**config.mk**
```make
export PLATFORM = sky130hd
export DESIGN_NAME = simd_compare_pipe
export DESIGN_NICKNAME = d
export VERILOG_FILES = /design/src/rtl/alu_pkg.sv /design/src/rtl/cmp_lane.sv /design/src/rtl/simd_compare_pipe.sv
export SDC_FILE = /design/constraint.sdc
export NUM_CORES = 1
export LEC_CHECK = 0
export ABC_AREA = 1
export BUFFER_PORTS_ARGS = -buffer_cell sky130_fd_sc_hd__buf_2
export CAP_MARGIN = 20
export CORE_MARGIN = 1.5
export CORE_UTILIZATION = 40
export DETAILED_ROUTE_END_ITERATION = 10
export MAX_ROUTING_LAYER = met4
export PLACE_DENSITY = 0.61
export SLEW_MARGIN = 20
export SYNTH_ARGS = -nofsm -noshare
export SYNTH_HDL_FRONTEND = slang
export SYNTH_SLANG_ARGS = --single-unit
```
**constraint.sdc**
```tcl
create_clock -name clk -period 2.36 [get_ports clk]
set_clock_uncertainty 0.15 [all_clocks]
set_input_delay 0.354 -clock clk [delete_from_list [all_inputs] [get_ports clk]]
set_output_delay 0.354 -clock clk [all_outputs]
set_load 0.05 [all_outputs]
```
**src/rtl/alu_pkg.sv**
```systemverilog
// Shared ALU compare definitions: relation encoding and packed-lane slicing helper.
// Combinational only; no latency or backpressure of its own.
package alu_pkg;

  localparam int CMP_MODE_WIDTH = 3;

  typedef enum logic [CMP_MODE_WIDTH-1:0] {
    CMP_EQ    = 3'd0,
    CMP_NE    = 3'd1,
    CMP_LT    = 3'd2,
    CMP_LE    = 3'd3,
    CMP_GT    = 3'd4,
    CMP_GE    = 3'd5,
    CMP_RSVD6 = 3'd6,
    CMP_RSVD7 = 3'd7
  } cmp_mode_e;

  // LSB position of a lane inside a packed multi-lane bus.
  function automatic int lane_lsb(input int lane, input int width);
    return lane * width;
  endfunction

endpackage

```
**src/rtl/cmp_lane.sv**
```systemverilog
// Single-lane compare via (W+1)-bit extended subtract; combinational, zero latency,
// no handshake (pipeline and backpressure live in simd_compare_pipe).
module cmp_lane #(
  parameter int SRC_WIDTH = 32
) (
  input  logic [SRC_WIDTH-1:0] a,
  input  logic [SRC_WIDTH-1:0] b,
  input  logic                 is_signed,
  output logic                 lt,
  output logic                 eq
);

  logic [SRC_WIDTH:0] diff;

  // One extra bit keeps the difference exact, so its MSB is the true sign in both modes.
  assign diff = {is_signed & a[SRC_WIDTH-1], a} - {is_signed & b[SRC_WIDTH-1], b};
  assign lt   = diff[SRC_WIDTH];
  assign eq   = ~|diff;

endmodule

```
**src/rtl/simd_compare_pipe.sv**
```systemverilog
// Multi-lane EQ/NE/LT/LE/GT/GE compare, 2-cycle valid/ready pipeline at 1 beat/cycle;
// stages hold under out_ready=0 and in_ready drops once both are full. SIMD_COMPARE_REDUCE_EN adds pred_any/pred_all.
module simd_compare_pipe
  import alu_pkg::*;
#(
  parameter int LANES      = 4,
  parameter int SRC_WIDTH  = 32,
  parameter int OUT_WIDTH  = 32,
  parameter int MODE_WIDTH = 3
) (
  input  logic                       clk,
  input  logic                       rst_n,
  input  logic                       in_valid,
  output logic                       in_ready,
  input  logic [LANES*SRC_WIDTH-1:0] src_a,
  input  logic [LANES*SRC_WIDTH-1:0] src_b,
  input  logic [MODE_WIDTH-1:0]      mode,
  input  logic                       is_signed,
  input  logic [LANES-1:0]           lane_en,
  output logic                       out_valid,
  input  logic                       out_ready,
  output logic [LANES-1:0]           pred,
  output logic [LANES*OUT_WIDTH-1:0] result
`ifdef SIMD_COMPARE_REDUCE_EN
  ,
  output logic                       pred_any,
  output logic                       pred_all
`endif
);

  logic                  s1_valid;
  logic [LANES-1:0]      s1_lt;
  logic [LANES-1:0]      s1_eq;
  logic [MODE_WIDTH-1:0] s1_mode;
  logic [LANES-1:0]      s1_en;
  logic                  s2_valid;
  logic                  s1_load;
  logic                  s2_load;
  logic [LANES-1:0]      lane_lt;
  logic [LANES-1:0]      lane_eq;
  logic [LANES-1:0]      rel;
  logic [LANES-1:0]      pred_next;

  assign s2_load   = ~s2_valid | out_ready;
  assign s1_load   = ~s1_valid | s2_load;
  assign in_ready  = s1_load;
  assign out_valid = s2_valid;

  for (genvar i = 0; i < LANES; i++) begin : g_lane
    cmp_lane #(.SRC_WIDTH(SRC_WIDTH)) u_cmp_lane (
      .a         (src_a[lane_lsb(i, SRC_WIDTH) +: SRC_WIDTH]),
      .b         (src_b[lane_lsb(i, SRC_WIDTH) +: SRC_WIDTH]),
      .is_signed (is_signed),
      .lt        (lane_lt[i]),
      .eq        (lane_eq[i])
    );
    assign result[lane_lsb(i, OUT_WIDTH) +: OUT_WIDTH] = OUT_WIDTH'(pred[i]);
  end

  always_ff @(posedge clk or negedge rst_n) begin
    if (!rst_n) begin
      s1_valid <= 1'b0;
      s1_lt    <= '0;
      s1_eq    <= '0;
      s1_mode  <= '0;
      s1_en    <= '0;
    end else if (s1_load) begin
      s1_valid <= in_valid;
      if (in_valid) begin
        s1_lt   <= lane_lt;
        s1_eq   <= lane_eq;
        s1_mode <= mode;
        s1_en   <= lane_en;
      end
    end
  end

  always_comb begin
    rel = '0;
    case (cmp_mode_e'(s1_mode))
      CMP_EQ:  rel = s1_eq;
      CMP_NE:  rel = ~s1_eq;
      CMP_LT:  rel = s1_lt;
      CMP_LE:  rel = s1_lt | s1_eq;
      CMP_GT:  rel = ~s1_lt & ~s1_eq;
      CMP_GE:  rel = ~s1_lt;
      default: rel = '0;
    endcase
    pred_next = rel & s1_en;
  end

  always_ff @(posedge clk or negedge rst_n) begin
    if (!rst_n) begin
      s2_valid <= 1'b0;
      pred     <= '0;
    end else if (s2_load) begin
      s2_valid <= s1_valid;
      if (s1_valid) begin
        pred <= pred_next;
      end
    end
  end

`ifdef SIMD_COMPARE_REDUCE_EN
  // pred_next is already masked, so "all" means every enabled lane came through.
  always_ff @(posedge clk or negedge rst_n) begin
    if (!rst_n) begin
      pred_any <= 1'b0;
      pred_all <= 1'b0;
    end else if (s2_load && s1_valid) begin
      pred_any <= |pred_next;
      pred_all <= (|s1_en) & (pred_next == s1_en);
    end
  end
`endif

endmodule
```
==> results of run 1 <==
-- flip-flops by register name (all words and copies together) (netlist names) --
register and cells:
pred 4, s1_en 4, s1_eq 4, s1_lt 4, s1_mode 3, out_valid 1, s1_valid 1
-- stage by stage --
step | hold slack, ns | util [%] | TNS [ns] | cells
finish | 0.147 | 51.0 | 0 | 3509
global route | 0.157 | 51.0 | -0.0546 | 3509
CTS | 0.150 | 49.9 | 0 | 3502
detailed placement | 0.211 | 49.6 | -1.16 | 3497
global placement | 0.209 | 49.6 | -0.771 | 3497
floorplan | -0.0916 | - | 0 | 2762
-- synthesized netlist by cell type, types with 3 or more instances --
cell       number  area share (%)
a21o_1          4            0.23
a21oi_1       102             3.9
a21oi_2         4            0.27
a31oi_1         4            0.19
and2_1         16            0.77
and3_1          4            0.19
buf_4         128             7.4
clkbuf_1        3           0.087
dfrtp_1        21             4.1
fa_1            4            0.62
ha_1          128              12
inv_1         614              18
inv_2           3           0.087
nand2_1      1022              30
nand2_2         8            0.39
nand3_1       159             6.1
nand3b_1       16            0.93
nand4_1        42             2.0
nor2_1        240             7.0
nor2_2         14            0.68
nor3_1         18            0.70
o2111ai_1       6            0.41
o21ai_0        30             1.2
o21bai_1       12            0.70
xnor2_1         7            0.47
xor2_1         10            0.68
-- layer usage --
layer | vias up | part of all wire [%] | GRT usage (%)
met4 | 0 | 1.3 | 3.57
li1 | 8639 | - | -
met5 | - | 0 | -
met2 | 425 | 47 | 41.7
met1 | 6920 | 47 | 30.4
met3 | 40 | 4.8 | 1.63
-- where the power goes --
part           internal [W]  switching [W]
registers          0.000413      0.0000555
clock network      0.000228       0.000139
logic               0.00153        0.00271
total               0.00217        0.00291
-- how the worst max path moves through the flow --
| stage | start | to | slack (ns) | cells after the start |
|---|---|---|---|---|
| floorplan | out_valid | s1_eq[1] | 0.13 | 13 |
| global placement | src_a[8] | s1_eq[0] | -0.21 | 15 |
| detailed placement | src_a[96] | s1_eq[3] | -0.22 | 19 |
| CTS | src_a[96] | s1_eq[3] | 0.05 | 19 |
| global route | src_b[8] | s1_eq[0] | -0.03 | 18 |
| finish | src_a[0] | s1_eq[0] | 0.15 | 16 |
-- repair_timing --
action / 4_1_cts / 5_1_grt
endpoints found under the hold margin: 21 / 0
hold buffers: 1 / 0
gates resized for setup: 0 / 91
setup endpoints to repair: 0 / 7
setup buffers: 0 / 2
-- layout make-up --
| cell class | instances | area, um2 |
|---|---|---|
| antenna | 5 | 12.5 |
| clock buffer | 3 | 75.1 |
| clock inverter | 1 | 5.00 |
| fill | 3602 | 15600 |
| inverter | 618 | 2320 |
| multi-input combinational | 1992 | 9910 |
| sequential | 21 | 526 |
| tap | 402 | 503 |
| timing repair buffer | 467 | 2820 |
-- cell families (layout without fill, tap and decap cells) --
logic type / Yosys count / after routing / share of synthesized area, %
AOI/OAI and AO/OA: 173 / 173 / 7.51
xor gates and xnor gates: 17 / 17 / 1.15
adders and majority gates: 132 / 132 / 13.0
buffers and inverters: 749 / 1089 / 25.4
DFF: 21 / 21 / 4.06
other: 1 / 129 / 0.0290
and+or+nand+nor: 1546 / 1546 / 48.9
-- worst max-delay path: cells and delay by family --
| family | cells | cell delay (ns) |
|---|---|---|
| AO/OA/AOI/OAI | 1 | 0.20 |
| adder cells (fa/ha/maj) | 2 | 0.61 |
| buffers and inverters | 3 | 0.26 |
| AND/OR/NAND/NOR | 10 | 0.86 |
==> metrics.md, run 1 <==
| Metric | Value |
|---|---|
| Final period util | 93.8% |
| Global-route wire length before repair | 64,800 um |
| Synthesized cell area | 13,000 um2 |
| Chip height | 183 um |
| Die Area | 33,500 um2 |
| Max-cap violations | 0 |
| FFs w/ async S/R, synth | 100% |
| Hold Startpoint | lane_en[3] |
| Largest net degree at the start of global routing | 22 |
| 1st-pass router iterations | 5 |
| Most frequent cells in the layout | 999 x nand2_1, 610 x inv_1, 277 x buf_2 |
| Initial Utilization | 40.8% |
| Crit start category | input port |
| Pre-CTS WS | -0.223 ns |
| Post-DP HPWL | approximately 37,000 um |
| Initial antenna violation count | 5 |
| Layout area overhead | 24.8% |
| Launch point of the worst reg-to-reg path | out_valid |
| Slew HR | 64.5% |
| Max Buffers Root-to-Sink | 2 |
| Initial drt markers | between 800 and 900 |
| Hold WC Path Type | input port to flop |
| Capture point of the worst reg-to-reg path | s1_eq[0] |
| Critical-path top delay cell | fa_2 |
| Worst path max stage delay | 0.39 ns |
| Cell variety after synth | 39 |
| Max IR drop VDD | ~220 uV |
| Drt drc | 0 |
| Critical Path AT | 2.26 ns |
| CTS clk-pin slew, worst paths | 0.06 ns |
| Antenna viol nets, final | 0 |
| Required time of the critical path | 2.41 ns |
| Final net count | 3,503 |
| Die X | 183 um |
| Post-route design area | 16,200 um2 |
| Num rows | 65 |
| Commonest non-fill, non-tap cell in the layout | nand2_1 |
| Pwr/cell area | 314 nW/um2 |
| Cells after synthesis | 2,639 |
| Critical path type | input port to flop |
| CTS tree | yes |
| Overflow after GRT | 0 |
| Drt via density | 4.57 |
| Post-place instance area | between 15,000 and 20,000 um2 |
| Routed vias | 16,000 |
| Max Fclk | 452 MHz |
| Worst-Margin Slew | 0.528 ns |
| Max-slew violations | 0 |
| Ratio of cells with drive above 1 in the final layout | a little under a fifth |
| Seq/Total Area, Yosys | under 10% |
| Crit path cell chain | buf_2 > inv_1 > ha_1 > fa_2 > o21ai_2 > buf_4 > nand2_1 > nand3_1 > nand3_1 > nand3_1 > nand2_1 > nor2_1 > nand3_1 > nor2_1 > nand2_1 > nand2_1 |
| Hold endpoint | s1_en[3] |
| Routed len/inst | 11.6 um |
| Worst r2r path cells | 12 |
| Leakage | 10.8 nW |
| Core area | 31,700 um2 |
| Worst Setup Slack, final | 0.147 ns |
| Clock Latency Late Sink | approximately 0.26 ns |
| I/O Buffers | 277 |
| Worst hold path depth | 3 |
| CTS Buf Count | 3 |
| Period minus WS final | about 2.2 ns |
| CTS H-Tree Depth | 1 |
| Global placement routability congestion | 0.933 |
| Critical Path End Type | flop |
| Root Buffer | clkbuf_16 |
| Final hold vios | 0 |
| I/O pin count | 402 |
| Final WL | 40,700 um |
| Power, Total | 0.00508 W |
| #FFs+latches synth | 21 |
| Sink Count | 21 |
| Syn avg cell area | 4.91 um2 |
| Top FF cell, synth | dfrtp_1 |
| Post-synth EDFFs | 0 |
| YS warnings | 0 |
| GRT Overall Usage | a little under a quarter |
| Vias in the first global route | 14,400 |
| Setup violations, final | 0 |
| Reg2reg setup slack | 0.36 ns |
| Status | complete, no violations |
| CP max FO | 4 |
(Power assumes the default switching activity.)
==> run 2: changes to the inputs <==
==> constraint.sdc (replaced) <==
create_clock -name clk -period 2.5 [get_ports clk]
set_clock_uncertainty 0.15 [all_clocks]
set_input_delay 0.375 -clock clk [delete_from_list [all_inputs] [get_ports clk]]
set_output_delay 0.375 -clock clk [all_outputs]
set_load 0.05 [all_outputs]
==> run 2 against run 1 <==
Clock power shrank 7.4%. Global-route usage is essentially flat. Hold slack gained 0.016 ns. Sequential power shrank 6.4%. Clock-buffer cell count is the same. Power shrank 11%. Largest power group unchanged. Sequential share of layout area grew 0.19 points. Register-to-register slack is essentially flat.
==> metrics.md, run 2 (synthesis results as in run 1) <==
| Metric | Value |
|---|---|
| Drt via density | 4.59 |
| CTS tree | yes |
| Clock power share | 7.5% |
| Commonest non-fill, non-tap cell in the layout | nand2_1 |
| Post-route design area | about 15,000 um2 |
| RSZ-0062 raised after global routing | yes |
| Largest net degree at the start of global routing | 22 |
| Ratio of cells with drive above 1 in the final layout | 14.4% |
| Core area | around 32,000 um2 |
| Pre-CTS WS | -0.0989 ns |
| Max IR drop VDD | 185 uV |
| Final hold vios | 0 |
| Drt drc | 0 |
| Vias in the first global route | between 10,000 and 15,000 |
| Reg power frac | 9.7% |
| Overflow after GRT | 0 |
| Final core utilization | 48.2% |
| Setup violations, final | 0 |
| Die Area | 33,500 um2 |
| Max-slew violations | 0 |
| Layout area overhead | 17.9% |
| Combinational share of power | 82.8% |
| I/O pin count | 402 |
| CP max FO | 4 |
| Worst r2r path cells | 13 |
| CTS H-Tree Depth | 1 |
| Global-route wire length before repair | 64,600 um |
| Pwr/cell area | 296 nW/um2 |
| Period minus WS final | 2.30 ns |
| Reg2reg setup slack | 0.35 ns |
| Required time of the critical path | about 2.6 ns |
| Routed vias | 15,700 |
| GRT Overall Usage | between 20% and 30% |
| Initial antenna violation count | 4 |
| Worst-Margin Slew | between 0.4 and 0.5 ns |
| Critical Path AT | 2.35 ns |
| Leakage | just over 10 nW |
| Hold endpoint | s1_en[3] |
| Max Buffers Root-to-Sink | 2 |
| Final WL | approximately 40,000 um |
| Antenna viol nets, final | 0 |
| Max-cap violations | 0 |
| Slew HR | 67.0% |
| Launch point of the worst reg-to-reg path | out_valid |
| Sink Count | 21 |
| CTS clk-pin slew, worst paths | 0.06 ns |
| Num rows | 65 |
| Global placement routability congestion | 0.943 |
| Post-DP HPWL | 36,600 um |
| Crit start category | input port |
| Initial drt markers | 827 |
| 1st-pass router iterations | 5 |
| Chip height | 183 um |
| Critical path type | input port to flop |
| Clock Latency Late Sink | 0.25 ns |
| P_int | around 0.0019 W |
| Fillers | 3,674 |
| Max Fclk | 435 MHz |
| CTS Buf Count | 3 |
| Initial Utilization | about 40% |
| Worst Setup Slack, final | 0.199 ns |
| Critical Path End Type | flop |
| Hold Startpoint | lane_en[3] |
| Worst hold path depth | 3 |
| Routed len/inst | 11.8 um |
| Post-place instance area | 15,100 um2 |
| Status | complete, no violations |
| Root Buffer | clkbuf_16 |
| Final net count | 3,422 |
| Hold WC Path Type | input port to flop |
| Worst hold slack | 0.163 ns |
| Capture point of the worst reg-to-reg path | s1_eq[1] |
| Most frequent cells in the layout | 1,014 x nand2_1, 614 x inv_1, 277 x buf_2 |
| Die X | 183 um |
| Switching fraction of total power | 58.8% |
| Final period util | 92.0% |
| I/O Buffers | 277 |
| Switch Pwr | 0.00266 W |
-- run 2: cell count changes in the layout (fill, tap and decap cells not counted), moves of 7 or more --
cell,previous run,this run
nor2_2,32,16
nand3_2,10,3
nor2_1,222,238
nand3_1,150,158
buf_4,189,108
ha_2,8,0
a21oi_1,88,102
a21oi_2,17,4
nand2_2,30,16
ha_1,116,128
nand2_1,999,1014
-- run 2: cell type report --
type | count | area [um2] | share of cell area, %
Clock buffer | 3 | 75.1 | 0.491
Antenna cell | 4 | 10.0 | 0.0655
Clock inverter | 1 | 5.00 | 0.0328
Multi-Input combinational cell | 1992 | 9630 | 63.0
Timing Repair Buffer | 386 | 2210 | 14.4
Tap cell | 402 | 503 | 3.29
Inverter | 618 | 2320 | 15.2
Sequential cell | 21 | 526 | 3.44
-- run 2: worst max path at each step --
| stage | start | to | cells past startpoint |
|---|---|---|---|
| detailed placement | src_a[32] | s1_eq[1] | 17 |
| global placement | src_b[85] | s1_eq[2] | 15 |
| CTS | src_a[32] | s1_eq[1] | 17 |
| finish | src_a[0] | s1_eq[0] | 16 |
| floorplan | out_valid | s1_eq[1] | 13 |
| global route | src_a[96] | s1_eq[3] | 19 |
-- run 2: critical path, stage by stage --
cell and delay, ns:
buf_2 0.08, inv_1 0.04, ha_1 0.22, fa_1 0.45
o21ai_2 0.20, buf_4 0.15, nand2_1 0.07, nand3_1 0.11
nand3_1 0.12, nand3_1 0.09, nand2_1 0.05, nor2_1 0.08
nand3_1 0.08, nor2_1 0.11, nand2_1 0.07, nand2_1 0.06
-- run 2: what timing repair did --
item / 4_1_cts / 5_1_grt
hold endpoints to repair: 21 / 0
hold buffers: 1 / 0
setup endpoints to repair: 0 / 5
gates resized for setup: 0 / 13
buffers inserted: 0 / 0
-- run 2: power groups by stage --
stage / Combinational [W] / Sequential (W) / Clock [W]
6_report: 0.00375 / 0.000439 / 0.000340
5_1_grt: 0.00420 / 0.000446 / 0.000364
4_1_cts: 0.00373 / 0.000440 / 0.000354
3_5_place_dp: 0.00371 / 0.000446 / 0
3_3_place_gp: 0.00370 / 0.000443 / 0
2_1_floorplan: 0.00271 / 0.000490 / 0
-- run 2: metrics by stage --
step	setup TNS [ns]	cells	power, W
finish	0	3427	0.00452
global route	-0.0390	3427	0.00501
CTS	0	3423	0.00453
detailed placement	-0.278	3418	0.00416
global placement	-0.167	3418	0.00414
floorplan	0	2762	0.00320
-- run 2: per-layer routing --
metal	up-vias	GRT usage, %	wire, um
li1	8481	-	-
met1	6836	31.1	19500
met2	387	41.5	18900
met3	19	1.25	1620
met4	0	2.89	356
met5	-	-	0
